$ cat config.mk
export PLATFORM = sky130hd
export DESIGN_NAME = multicycle_control_unit_flat
export DESIGN_NICKNAME = d
export VERILOG_FILES = /design/src/rtl/multicycle_control_unit_pkg.sv /design/src/rtl/multicycle_control_unit_if.sv /design/src/rtl/multicycle_control_unit_branch_unit.sv /design/src/rtl/multicycle_control_unit.sv /design/src/flat_wrapper.sv
export SDC_FILE = /design/constraint.sdc
export NUM_CORES = 1
export LEC_CHECK = 0
export BUFFER_PORTS_ARGS = -buffer_cell sky130_fd_sc_hd__buf_2
export CAP_MARGIN = 20
export CORE_ASPECT_RATIO = 1.4
export CORE_UTILIZATION = 30
export DETAILED_ROUTE_END_ITERATION = 8
export GPL_TIMING_DRIVEN = 0
export HOLD_SLACK_MARGIN = 0.03
export MAX_ROUTING_LAYER = met4
export PLACE_DENSITY = 0.68
export REMOVE_ABC_BUFFERS = 1
export SLEW_MARGIN = 20
export SYNTH_ARGS = -nofsm -noshare
export SYNTH_HDL_FRONTEND = slang
export SYNTH_SLANG_ARGS = --single-unit
$ cat constraint.sdc
create_clock -name clk -period 3.85 [get_ports clk]
set_clock_uncertainty 0.2 [all_clocks]
set_input_delay 0.1925 -clock clk [delete_from_list [all_inputs] [get_ports clk]]
set_output_delay 0.1925 -clock clk [all_outputs]
set_load 0.005 [all_outputs]
$ cat src/rtl/multicycle_control_unit_pkg.sv
// Shared definitions for the multicycle RISC-V control path: opcodes,
// branch condition codes, mux-select encodings and the controller state set.
// Used by the control unit, the datapath and the ALU decoder.
package riscv_ctrl_pkg;

  typedef logic [6:0] opcode_t;
  typedef logic [1:0] sel2_t;
  typedef logic [2:0] imm_sel_t;

  // Opcodes handled by the controller
  localparam opcode_t OP_LW     = 7'b0000011;
  localparam opcode_t OP_SW     = 7'b0100011;
  localparam opcode_t OP_R      = 7'b0110011;
  localparam opcode_t OP_IALU   = 7'b0010011;
  localparam opcode_t OP_BRANCH = 7'b1100011;
  localparam opcode_t OP_JAL    = 7'b1101111;

  // Branch condition codes (funct3)
  localparam logic [2:0] F3_BEQ  = 3'b000;
  localparam logic [2:0] F3_BNE  = 3'b001;
  localparam logic [2:0] F3_BLT  = 3'b100;
  localparam logic [2:0] F3_BGE  = 3'b101;
  localparam logic [2:0] F3_BLTU = 3'b110;
  localparam logic [2:0] F3_BGEU = 3'b111;

  // ALU operand A select
  localparam sel2_t SRCA_PC    = 2'b00;
  localparam sel2_t SRCA_OLDPC = 2'b01;
  localparam sel2_t SRCA_RS1   = 2'b10;

  // ALU operand B select
  localparam sel2_t SRCB_RS2   = 2'b00;
  localparam sel2_t SRCB_IMM   = 2'b01;
  localparam sel2_t SRCB_FOUR  = 2'b10;

  // Result bus select
  localparam sel2_t RES_ALUOUT    = 2'b00;
  localparam sel2_t RES_DATA      = 2'b01;
  localparam sel2_t RES_ALURESULT = 2'b10;

  // Immediate format select
  localparam imm_sel_t IMM_I = 3'b000;
  localparam imm_sel_t IMM_S = 3'b001;
  localparam imm_sel_t IMM_B = 3'b010;
  localparam imm_sel_t IMM_J = 3'b011;

  // ALU operation class handed to the ALU decoder
  localparam sel2_t ALUOP_ADD   = 2'b00;
  localparam sel2_t ALUOP_SUB   = 2'b01;
  localparam sel2_t ALUOP_FUNCT = 2'b10;

  // Controller states
  typedef enum logic [3:0] {
    S_FETCH,
    S_DECODE,
    S_MEMADR,
    S_MEMREAD,
    S_MEMWB,
    S_MEMWRITE,
    S_EXECR,
    S_EXECI,
    S_ALUWB,
    S_BRANCH,
    S_JAL
  } ctrl_state_e;

  // True for the two opcodes that go through the address-generation state
  function automatic logic is_mem_op(input opcode_t op);
    return (op == OP_LW) || (op == OP_SW);
  endfunction

endpackage

$ cat src/rtl/multicycle_control_unit_if.sv
// Control-path bundle between the multicycle controller and the datapath.
// The controller side (master) reads instruction fields, ALU flags and the
// memory ready strobe, and drives every enable and mux select.
interface multicycle_control_unit_if;
  import riscv_ctrl_pkg::*;

  // Instruction fields and status from the datapath
  opcode_t    Op;
  logic [2:0] funct3;
  logic       Zero;
  logic       Lt;
  logic       Ltu;
  logic       mem_ready;

  // Enables and selects from the controller
  logic       PCWrite;
  logic       IRWrite;
  logic       MemWrite;
  logic       RegWrite;
  logic       AdrSrc;
  sel2_t      ResultSrc;
  sel2_t      ALUSrcA;
  sel2_t      ALUSrcB;
  sel2_t      ALUOp;
  imm_sel_t   ImmSrc;
  logic       illegal_op;
  logic       instr_done;

  modport master (
    input  Op, funct3, Zero, Lt, Ltu, mem_ready,
    output PCWrite, IRWrite, MemWrite, RegWrite, AdrSrc,
           ResultSrc, ALUSrcA, ALUSrcB, ALUOp, ImmSrc,
           illegal_op, instr_done
  );

  modport slave (
    output Op, funct3, Zero, Lt, Ltu, mem_ready,
    input  PCWrite, IRWrite, MemWrite, RegWrite, AdrSrc,
           ResultSrc, ALUSrcA, ALUSrcB, ALUOp, ImmSrc,
           illegal_op, instr_done
  );

endinterface

$ cat src/rtl/multicycle_control_unit_branch_unit.sv
// Branch condition evaluator: turns funct3 and the SrcA-SrcB subtraction
// flags into a taken decision, and flags condition codes this build rejects.
module branch_unit
  import riscv_ctrl_pkg::*;
#(
  parameter bit FULL_BRANCH = 1'b1
) (
  input  logic [2:0] funct3_i,
  input  logic       zero_i,
  input  logic       lt_i,
  input  logic       ltu_i,
  output logic       taken_o,
  output logic       legal_o
);

  // Decode the condition; 010/011 are reserved, and a beq-only build rejects the rest
  always_comb begin
    taken_o = 1'b0;
    legal_o = 1'b1;
    case (funct3_i)
      F3_BEQ:  taken_o = zero_i;
      F3_BNE:  taken_o = !zero_i;
      F3_BLT:  taken_o = lt_i;
      F3_BGE:  taken_o = !lt_i;
      F3_BLTU: taken_o = ltu_i;
      F3_BGEU: taken_o = !ltu_i;
      default: legal_o = 1'b0;
    endcase
    if (!FULL_BRANCH && (funct3_i != F3_BEQ)) begin
      taken_o = 1'b0;
      legal_o = 1'b0;
    end
  end

endmodule

$ cat src/rtl/multicycle_control_unit.sv
// Multicycle RISC-V main controller. A Moore machine walks each instruction
// through fetch, decode and 1-3 execute states over the shared memory and
// single ALU. Only PCWrite looks at the branch outcome, and only in BRANCH.
module multicycle_control_unit
  import riscv_ctrl_pkg::*;
#(
  parameter bit MEM_HANDSHAKE = 1'b1,
  parameter bit FULL_BRANCH   = 1'b1
) (
  input  logic                        clk,
  input  logic                        rst_n,
  multicycle_control_unit_if.master   bus
);

  ctrl_state_e state_q, state_d;

  logic     mem_done;
  logic     br_taken;
  logic     br_legal;

  logic     pc_update;
  logic     branch;
  logic     ir_write;
  logic     mem_write;
  logic     reg_write;
  logic     adr_src;
  logic     illegal;
  logic     done;
  sel2_t    result_src;
  sel2_t    alu_src_a;
  sel2_t    alu_src_b;
  sel2_t    alu_op;
  imm_sel_t imm_src;

  // Without the handshake every memory access is treated as single-cycle
  assign mem_done = MEM_HANDSHAKE ? bus.mem_ready : 1'b1;

  branch_unit #(
    .FULL_BRANCH (FULL_BRANCH)
  ) u_branch (
    .funct3_i (bus.funct3),
    .zero_i   (bus.Zero),
    .lt_i     (bus.Lt),
    .ltu_i    (bus.Ltu),
    .taken_o  (br_taken),
    .legal_o  (br_legal)
  );

  // State register; reset drops straight back to FETCH and abandons any instruction
  always_ff @(posedge clk or negedge rst_n) begin
    if (!rst_n) state_q <= S_FETCH;
    else        state_q <= state_d;
  end

  // Next-state and per-state control decode, everything defaulted to idle first
  always_comb begin
    state_d    = state_q;
    pc_update  = 1'b0;
    branch     = 1'b0;
    ir_write   = 1'b0;
    mem_write  = 1'b0;
    reg_write  = 1'b0;
    adr_src    = 1'b0;
    illegal    = 1'b0;
    done       = 1'b0;
    result_src = RES_ALUOUT;
    alu_src_a  = SRCA_PC;
    alu_src_b  = SRCB_RS2;
    alu_op     = ALUOP_ADD;
    imm_src    = IMM_I;

    case (state_q)
      S_FETCH: begin
        adr_src    = 1'b0;
        ir_write   = mem_done;
        pc_update  = mem_done;
        alu_src_a  = SRCA_PC;
        alu_src_b  = SRCB_FOUR;
        alu_op     = ALUOP_ADD;
        result_src = RES_ALURESULT;
        if (mem_done) state_d = S_DECODE;
      end

      S_DECODE: begin
        alu_src_a = SRCA_OLDPC;
        alu_src_b = SRCB_IMM;
        imm_src   = IMM_B;
        case (bus.Op)
          OP_LW, OP_SW: state_d = S_MEMADR;
          OP_R:         state_d = S_EXECR;
          OP_IALU:      state_d = S_EXECI;
          OP_JAL:       state_d = S_JAL;
          OP_BRANCH: begin
            if (br_legal) begin
              state_d = S_BRANCH;
            end else begin
              state_d = S_FETCH;
              illegal = 1'b1;
            end
          end
          default: begin
            state_d = S_FETCH;
            illegal = 1'b1;
          end
        endcase
      end

      S_MEMADR: begin
        alu_src_a = SRCA_RS1;
        alu_src_b = SRCB_IMM;
        alu_op    = ALUOP_ADD;
        imm_src   = (bus.Op == OP_SW) ? IMM_S : IMM_I;
        state_d   = (bus.Op == OP_SW) ? S_MEMWRITE : S_MEMREAD;
      end

      S_MEMREAD: begin
        adr_src    = 1'b1;
        result_src = RES_ALUOUT;
        if (mem_done) state_d = S_MEMWB;
      end

      S_MEMWB: begin
        result_src = RES_DATA;
        reg_write  = 1'b1;
        done       = 1'b1;
        state_d    = S_FETCH;
      end

      S_MEMWRITE: begin
        adr_src    = 1'b1;
        result_src = RES_ALUOUT;
        mem_write  = 1'b1;
        done       = mem_done;
        if (mem_done) state_d = S_FETCH;
      end

      S_EXECR: begin
        alu_src_a = SRCA_RS1;
        alu_src_b = SRCB_RS2;
        alu_op    = ALUOP_FUNCT;
        state_d   = S_ALUWB;
      end

      S_EXECI: begin
        alu_src_a = SRCA_RS1;
        alu_src_b = SRCB_IMM;
        alu_op    = ALUOP_FUNCT;
        imm_src   = IMM_I;
        state_d   = S_ALUWB;
      end

      S_ALUWB: begin
        result_src = RES_ALUOUT;
        reg_write  = 1'b1;
        done       = 1'b1;
        state_d    = S_FETCH;
      end

      S_BRANCH: begin
        alu_src_a  = SRCA_RS1;
        alu_src_b  = SRCB_RS2;
        alu_op     = ALUOP_SUB;
        result_src = RES_ALUOUT;
        branch     = 1'b1;
        done       = 1'b1;
        state_d    = S_FETCH;
      end

      S_JAL: begin
        alu_src_a  = SRCA_OLDPC;
        alu_src_b  = SRCB_FOUR;
        alu_op     = ALUOP_ADD;
        result_src = RES_ALUOUT;
        imm_src    = IMM_J;
        pc_update  = 1'b1;
        state_d    = S_ALUWB;
      end

      default: state_d = S_FETCH;
    endcase
  end

  // Write enables and pulses are held low for as long as reset is asserted
  assign bus.PCWrite    = rst_n & (pc_update | (branch & br_taken));
  assign bus.IRWrite    = rst_n & ir_write;
  assign bus.MemWrite   = rst_n & mem_write;
  assign bus.RegWrite   = rst_n & reg_write;
  assign bus.illegal_op = rst_n & illegal;
  assign bus.instr_done = rst_n & done;

  assign bus.AdrSrc     = adr_src;
  assign bus.ResultSrc  = result_src;
  assign bus.ALUSrcA    = alu_src_a;
  assign bus.ALUSrcB    = alu_src_b;
  assign bus.ALUOp      = alu_op;
  assign bus.ImmSrc     = imm_src;

  // Unused-in-this-build guard: is_mem_op keeps decode intent visible to the datapath
  logic unused_mem_op;
  assign unused_mem_op = is_mem_op(bus.Op);

endmodule

$ cat src/flat_wrapper.sv
// flat-port wrapper written by rule: the top's interface ports become plain ports
module multicycle_control_unit_flat import riscv_ctrl_pkg::*;
#(
  parameter bit MEM_HANDSHAKE = 1'b1,
  parameter bit FULL_BRANCH   = 1'b1
)
  (clk, rst_n, bus_Op, bus_funct3, bus_Zero, bus_Lt, bus_Ltu, bus_mem_ready, bus_PCWrite, bus_IRWrite, bus_MemWrite, bus_RegWrite, bus_AdrSrc, bus_ResultSrc, bus_ALUSrcA, bus_ALUSrcB, bus_ALUOp, bus_ImmSrc, bus_illegal_op, bus_instr_done);
  multicycle_control_unit_if bus_i ();
  input  logic clk;
  input  logic rst_n;
  input wire logic [$bits(bus_i.Op)-1:0] bus_Op;
  input wire logic [$bits(bus_i.funct3)-1:0] bus_funct3;
  input wire logic [$bits(bus_i.Zero)-1:0] bus_Zero;
  input wire logic [$bits(bus_i.Lt)-1:0] bus_Lt;
  input wire logic [$bits(bus_i.Ltu)-1:0] bus_Ltu;
  input wire logic [$bits(bus_i.mem_ready)-1:0] bus_mem_ready;
  output wire logic [$bits(bus_i.PCWrite)-1:0] bus_PCWrite;
  output wire logic [$bits(bus_i.IRWrite)-1:0] bus_IRWrite;
  output wire logic [$bits(bus_i.MemWrite)-1:0] bus_MemWrite;
  output wire logic [$bits(bus_i.RegWrite)-1:0] bus_RegWrite;
  output wire logic [$bits(bus_i.AdrSrc)-1:0] bus_AdrSrc;
  output wire logic [$bits(bus_i.ResultSrc)-1:0] bus_ResultSrc;
  output wire logic [$bits(bus_i.ALUSrcA)-1:0] bus_ALUSrcA;
  output wire logic [$bits(bus_i.ALUSrcB)-1:0] bus_ALUSrcB;
  output wire logic [$bits(bus_i.ALUOp)-1:0] bus_ALUOp;
  output wire logic [$bits(bus_i.ImmSrc)-1:0] bus_ImmSrc;
  output wire logic [$bits(bus_i.illegal_op)-1:0] bus_illegal_op;
  output wire logic [$bits(bus_i.instr_done)-1:0] bus_instr_done;
  assign bus_i.Op = bus_Op;
  assign bus_i.funct3 = bus_funct3;
  assign bus_i.Zero = bus_Zero;
  assign bus_i.Lt = bus_Lt;
  assign bus_i.Ltu = bus_Ltu;
  assign bus_i.mem_ready = bus_mem_ready;
  assign bus_PCWrite = bus_i.PCWrite;
  assign bus_IRWrite = bus_i.IRWrite;
  assign bus_MemWrite = bus_i.MemWrite;
  assign bus_RegWrite = bus_i.RegWrite;
  assign bus_AdrSrc = bus_i.AdrSrc;
  assign bus_ResultSrc = bus_i.ResultSrc;
  assign bus_ALUSrcA = bus_i.ALUSrcA;
  assign bus_ALUSrcB = bus_i.ALUSrcB;
  assign bus_ALUOp = bus_i.ALUOp;
  assign bus_ImmSrc = bus_i.ImmSrc;
  assign bus_illegal_op = bus_i.illegal_op;
  assign bus_instr_done = bus_i.instr_done;
  multicycle_control_unit #(.MEM_HANDSHAKE(MEM_HANDSHAKE), .FULL_BRANCH(FULL_BRANCH)) u_core (.clk(clk), .rst_n(rst_n), .bus(bus_i));
endmodule
## Word-level counts from Yosys, hierarchy flattened

Index checks and enable logic that the tools add are counted.

| cells by class | value |
|---|---|
| equality and inequality tests | 24 |
| multiplexer cells | 25 |
| bitwise gates (word level) | 8 |
| reduce and logical (&&, ||, !) cells | 18 |

Operator list:

| kind | count |
|---|---|
| $pmux W4 S6 | 1 |
| $pmux W4 S5 | 1 |
| $eq A4 B3 Y1 const B | 4 |
| $mux W4 | 4 |
| $pmux W2 S2 | 4 |
| $eq A7 B6 Y1 const B | 2 |
| $eq A7 B7 Y1 const B | 2 |
| $eq A3 B3 Y1 const B | 4 |
| $eq A4 B4 Y1 const B | 3 |
| $reduce_or A2 Y1 | 6 |
| $mux W1 | 9 |
| $pmux W3 S3 | 1 |
| $reduce_or A3 Y1 | 3 |
| $eq A4 B2 Y1 const B | 2 |
| $and A1 B1 Y1 | 7 |
| $eq A7 B2 Y1 const B | 1 |
| $eq A7 B5 Y1 const B | 1 |
| $ne A2 B2 Y1 const B | 3 |
| $pmux W1 S2 | 3 |
| $pmux W1 S6 | 1 |
| $reduce_or A6 Y1 | 1 |
| $reduce_or A5 Y1 | 1 |
| $eq A4 B1 Y1 const B | 1 |
| $logic_not A4 Y1 | 1 |
| other kinds (7) | 9 |

| storage, ports and cells | value |
|---|---|
| bits in registers | 4 |
| input port bits | 16 |

## Depth between registers and ports, before layout

Gate-level depths: netlist of run 1.

| depth | value |
|---|---|
| word-level depth | 7 |
| gate-level depth with buffers | 5 |
| depth with buffers taken out | 4 |

## By module

From an unflattened synthesis of run 1, not the netlist that was laid out.

| unflattened totals | value |
|---|---|
| cell total of the unflattened synthesis | 97 |
| area, all modules | 648.1 um^2 |

Modules (own cells, without submodules):

| module | times used | cells each | area each (um^2) | sequential area each (um^2) |
|---|---|---|---|---|
| multicycle_control_unit | 1 | 90 | 595.6 | 100.1 |
| branch_unit | 1 | 7 | 52.6 | 0.0 |

## Worst setup path before layout of run 1

No wires, ideal clock.

| timing path | value |
|---|---|
| path type | flip-flop to output port |
| from | register u_core.state_q[0] |
| to | output port bus_PCWrite |
| data arrival time | 1.120 ns |
| setup slack | 2.338 ns |
| cell stages (with the launch flop) | 6 |
| buffers on the path | 1 |
| cells stage by stage | dfrtp_1 -> buf_6 -> inv_2 -> nor2_1 -> and3_1 -> o31a_1 |

| on the way | value |
|---|---|
| longest elaborated chain between the ends | 5 |
| elaborated cells between the ends (all ways) | 8 |
| those cells by class | 2 x eq/ne; 2 x mux; 3 x bitwise; 1 x reduce/logical |

Ends and longest elaborated chain:

| what | line | text |
|---|---|---|
| from (decl) | multicycle_control_unit.sv:15 | `ctrl_state_e state_q, state_d;` |
| from (signal assigned) | multicycle_control_unit.sv:52 | `else state_q <= state_d;` |
| $eq A4 B4 Y1 | multicycle_control_unit.sv:72 | `case (state_q)` |
| $mux W1 | multicycle_control_unit.sv:72 |  |
| $and A1 B1 Y1 | multicycle_control_unit.sv:184 | `assign bus.PCWrite = rst_n & (pc_update \| (branch & br_taken));` |
| $or A1 B1 Y1 (*) | multicycle_control_unit.sv:184 |  |
| $and A1 B1 Y1 (*) | multicycle_control_unit.sv:184 |  |
| to (decl) | flat_wrapper.sv:17 | `output wire logic [$bits(bus_i.PCWrite)-1:0] bus_PCWrite;` |

Every way passes the cells marked *; elsewhere a longest branch is shown, timed or not.

## Worst setup path after layout of run 1

| timing path | value |
|---|---|
| from | register u_core.state_q[1] |
| to | output port bus_PCWrite |

Same word-level chain as after synthesis.

==> flow_summary.json, run 1 <==
{
  "hpwl_um": 1230,
  "maxCapViolations": 0,
  "numCtsBuffers": 3,
  "grt_first_pass_wirelength_um": 2380,
  "synth_compound_area_share_pct": 23.1,
  "dr.pass1.iters": 4,
  "synth.avg_cell_area_um2": 6.52,
  "cts_buffer_depth": 2,
  "die_w_um": 41.2,
  "diodes": 0,
  "io_pins": 34,
  "critical_path_class": "register to primary output",
  "cts_sinks": 4,
  "clkTransAtPathRegs_ns": 0.03,
  "io_buffers": 32,
  "worstSkewPairLatency_ns": 0.23,
  "fin_crit_sh_pct": 53.9,
  "grt_max_degree": 21,
  "async_flop_share_pct": 100,
  "path_max_fanout": 20,
  "hold_depth": 4,
  "fin_util_pct": 40.8,
  "largest_reg_flops": 4,
  "finalSetupViolations": 0,
  "htreeDepth": 1,
  "synth.area.mux_share_pct": 3.29,
  "top_register": "u_core.state_q",
  "relSlewSlack_pct": 62.0,
  "reg_top3": "u_core.state_q (4)",
  "ys_ff_latch": 4,
  "status": "finished, final reports clean",
  "ys_seq_area_share_pct": 15.5,
  "arrival_ns": 1.68,
  "fin_crit_ns": 2.08,
  "drv_slew": 0,
  "die_y_um": 56.9,
  "die_area_um2": 2340,
  "r2r_start": "u_core.state_q[1]",
  "clock.fmax_mhz": 482,
  "start_util_pct": 32.3,
  "p_per_area_nw_per_um2": 483,
  "vias": 776,
  "yosys.area_share.xor_xnor_pct": 4.07,
  "min_to": "u_core.state_q[0]",
  "synth_fa_ha_area_share_pct": 0,
  "r2r_cells": 4,
  "grt_overflow": 0,
  "cts_setup_buffers": 0,
  "yosysWarnings": 0,
  "antenna_found_initial": 0,
  "area_growth_pct": 26.2,
  "core-area_um2": 2000,
  "grt_use_total_pct": 14.3,
  "wl_per_cell_um": 10.7,
  "ir_worst_vdd_mv": 0.191,
  "syn_inst": 99,
  "mostFrequentLayoutCells": "buf_2, nand2_1, nor2_1, a21oi_1",
  "synth_cell_types": 37,
  "worstHoldPathType": "input port to register",
  "root_buffer": "clkbuf_4",
  "cts_tree": "yes",
  "netlist_area_um2": 646,
  "worst_setup_path_start_kind": "register",
  "r2r-end": "u_core.state_q[1]",
  "grt_pass1_vias": 594,
  "min_from": "bus_Op[3]",
  "gp_congestion": 0.813,
  "p_leak_nw": 0.408,
  "reg2reg_setup_slack_ns": 2.06,
  "drt_iter0_drc": 10,
  "hold_viol": 0,
  "worst_pin_slew_ns": 0.570,
  "wl_um": 1590,
  "cp-end-kind": "primary output",
  "synth_enable_flop_cells": 0,
  "synthFlopType": "dfrtp_1",
  "worst-endpoint-required_ns": 3.46,
  "nets": 145,
  "post_drt_via_cell_ratio": 5.24,
  "rows": 19,
  "layout-drive-gt1-share_pct": 30.7,
  "synth_top_family_by_area": "simple AND/OR/NAND/NOR gates",
  "ant_nets": 0,
  "postCtsResizedCells": 0,
  "final_common_cell": "buf_2",
  "rsz0062_at_grt": "no",
  "synthSimpleGateAreaFrac_pct": 44.0,
  "tns_ns": 0,
  "drc_errors": 0
}
-- synth_stat cells, types with 2 or more instances --
master / instances / share of area [%]
nor4_1: 4 / 3.9
nand3_1: 2 / 1.6
buf_4: 2 / 2.3
nor2b_1: 3 / 2.9
a21oi_1: 6 / 4.7
nor2_1: 13 / 7.6
nand2b_1: 5 / 4.8
and3_1: 3 / 2.9
a211oi_1: 2 / 2.3
o21ai_0: 5 / 3.9
nor3_1: 5 / 3.9
nand2_1: 14 / 8.1
dfrtp_1: 4 / 16
xnor2_1: 3 / 4.1
inv_1: 2 / 1.2
buf_2: 4 / 3.1
o21ai_1: 2 / 1.6
-- cell families after synthesis --
family / after synthesis
and+or+nand+nor: 55
AOI/OAI and AO/OA: 23
buffers and inverters: 11
DFF: 4
xor gates and xnor gates: 3
muxes: 2
other: 1
-- worst max path at each step --
stage                      startpoint                end  cells after the start
floorplan           u_core.state_q[1]  u_core.state_q[1]                      4
global placement    u_core.state_q[1]        bus_PCWrite                      4
detailed placement  u_core.state_q[1]     bus_ALUSrcB[0]                      4
CTS                 u_core.state_q[1]     bus_ALUSrcB[0]                      4
global route        u_core.state_q[1]     bus_ALUSrcB[0]                      4
finish              u_core.state_q[1]        bus_PCWrite                      4
-- repair_timing --
action	CTS	global route
setup endpoints to repair	0	0
hold endpoints to repair	4	0
hold buffers	1	0
-- worst max-delay path, stage by stage, from the launching register on --
cell,delay (ns)
dfrtp_1,0.69
nor2_1,0.16
and3_1,0.20
o31a_1,0.28
buf_2,0.12
-- through the flow --
step | total power [mW] | instances | instance area [um^2] | hold WS, ns | worst slack, ns
floorplan | 0.245 | 91 | 596 | -0.303 | 2.30
global placement | 0.339 | 144 | 782 | -0.164 | 2.05
detailed placement | 0.344 | 144 | 782 | -0.165 | 2.04
CTS | 0.398 | 148 | 815 | 0.0787 | 1.78
global route | 0.430 | 148 | 815 | 0.113 | 1.65
finish | 0.393 | 148 | 815 | 0.0884 | 1.77
-- layout make-up --
class,count,area [um^2]
clock buffers,3,22.5
flip-flops and latches,4,100
multi-input cells,84,484
repair buffers,33,170
well taps,21,26.3
fillers,235,1180
inverters,3,11.3
-- routing by layer --
layer,wire length [um],vias up,GRT usage (%)
li1,-,406,-
met1,754,335,19.7
met2,728,35,20.3
met3,101,0,2.37
met4,0,0,5.53
met5,0,-,-
-- power by group --
group          switching, mW  internal, mW
logic                  0.119         0.121
registers             0.0503        0.0528
clock network         0.0155        0.0348
No activity file was read; power rests on OpenSTA's default activity.
==> inputs of run 2 (changes only) <==
PLACE_DENSITY = 0.7   (was 0.68)
clock period = 1.75 ns   (was 3.85 ns; I/O delays follow)
==> flow_summary.json, run 2 (synthesis results as in run 1) <==
{
  "status": "finished, final reports clean",
  "p_per_area_nw_per_um2": 1130,
  "post_drt_via_cell_ratio": 5.44,
  "die_area_um2": 2340,
  "ant_nets": 0,
  "dpl.cell_count": 144,
  "clock.fmax_mhz": 580,
  "drt_iter0_drc": 42,
  "diodes": 0,
  "worstHoldPathType": "input port to register",
  "layout-drive-gt1-share_pct": 44.4,
  "finalSetupViolations": 0,
  "numCtsBuffers": 3,
  "hpwl_um": 1290,
  "drv_slew": 0,
  "clkTransAtPathRegs_ns": 0.04,
  "worst-endpoint-required_ns": 1.46,
  "worst_setup_path_start_kind": "register",
  "rsz0062_at_grt": "yes",
  "mostFrequentLayoutCells": "buf_2, nand2_1, buf_4, nor2_1, a21oi_1",
  "cp-end-kind": "primary output",
  "worstSkewPairLatency_ns": 0.24,
  "power_mw": 1.11,
  "start_util_pct": 32.3,
  "ir_worst_vdd_mv": 0.403,
  "area_growth_pct": 53.3,
  "nets": 162,
  "die_w_um": 41.2,
  "die_y_um": 56.9,
  "largest_reg_flops": 4,
  "hold_viol": 0,
  "maxCapViolations": 0,
  "grt_pass1_vias": 744,
  "hold_ws_ns": 0.0547,
  "io_pins": 34,
  "antenna_found_initial": 0,
  "core-area_um2": 2000,
  "worst_slack_ns": 0.0244,
  "fin_cells": 165,
  "fin_util_pct": 49.6,
  "dp_slack_ns": -0.0114,
  "grt_max_degree": 16,
  "htreeDepth": 1,
  "final_common_cell": "buf_2",
  "cts_buffer_depth": 2,
  "fin_crit_sh_pct": 98.6,
  "rows": 19,
  "cts_tree": "yes",
  "drc_errors": 0,
  "grt_overflow": 0,
  "gp_congestion": 0.873,
  "wl_per_cell_um": 12.5,
  "root_buffer": "clkbuf_4",
  "grt_first_pass_wirelength_um": 2980,
  "dr.pass1.iters": 4,
  "path_max_fanout": 7,
  "io_buffers": 32,
  "reg_top3": "u_core.state_q (4)",
  "critical_path_class": "register to primary output",
  "arrival_ns": 1.44,
  "wl_um": 2070,
  "cts_sinks": 4,
  "fin_crit_ns": 1.73,
  "top_register": "u_core.state_q",
  "p_leak_nw": 0.497,
  "vias": 897,
  "grt_use_total_pct": 18.5
}
-- run 2: routing by layer --
metal | routed length, um | track usage, %
met1 | 814 | 21.1
met2 | 1080 | 29.7
met3 | 111 | 2.37
met4 | 63 | 9.22
met5 | 0 | -
-- run 2: per-stage QoR --
step / TNS (ns) / area, um^2
CTS: 0 / 900
global route: -0.0351 / 990
global placement: -0.00673 / 782
finish: 0 / 990
detailed placement: -0.0199 / 782
floorplan: 0 / 596
-- run 2: power by group --
part	total (mW)	switching, mW	internal, mW
combinational	0.807	0.393	0.415
sequential	0.189	0.0667	0.123
clock	0.118	0.0413	0.0769
-- run 2: path summary, 6_finish.rpt --
check / from / depth (start not counted) / slack (ns) / end
setup / recovery: u_core.state_q[0] / 5 / 0.02 / bus_PCWrite
hold / removal: bus_Op[4] / 3 / 0.05 / u_core.state_q[1]
setup reg to reg: u_core.state_q[0] / 5 / 0.13 / u_core.state_q[1]
hold reg to reg: u_core.state_q[2] / 2 / 0.47 / u_core.state_q[2]
max in group asynchronous: rst_n / 3 / 0.54 / u_core.state_q[3]
min in group asynchronous: rst_n / 3 / 0.63 / u_core.state_q[1]
-- run 2: critical path, cell delays in order (launching register included) --
cell and delay [ns]:
dfrtp_2 0.46, inv_4 0.12, nor2_4 0.05, and3_1 0.16
o31a_1 0.28, buf_2 0.12
-- run 2: layout make-up --
class                   count  area (um^2)
inverters                   3         13.8
repair buffers             50          302
flip-flops and latches      4          105
clock buffers               3         22.5
fillers                   214         1010
well taps                  21         26.3
multi-input cells          84          520
-- run 2: timing repair --
item / in CTS / in global routing
endpoints found under the hold margin: 5 / 0
pin swaps: 0 / 2
hold buffers: 3 / 0
resized for setup: 5 / 9
buffers inserted: 8 / 7
endpoints found under the setup margin: 10 / 6
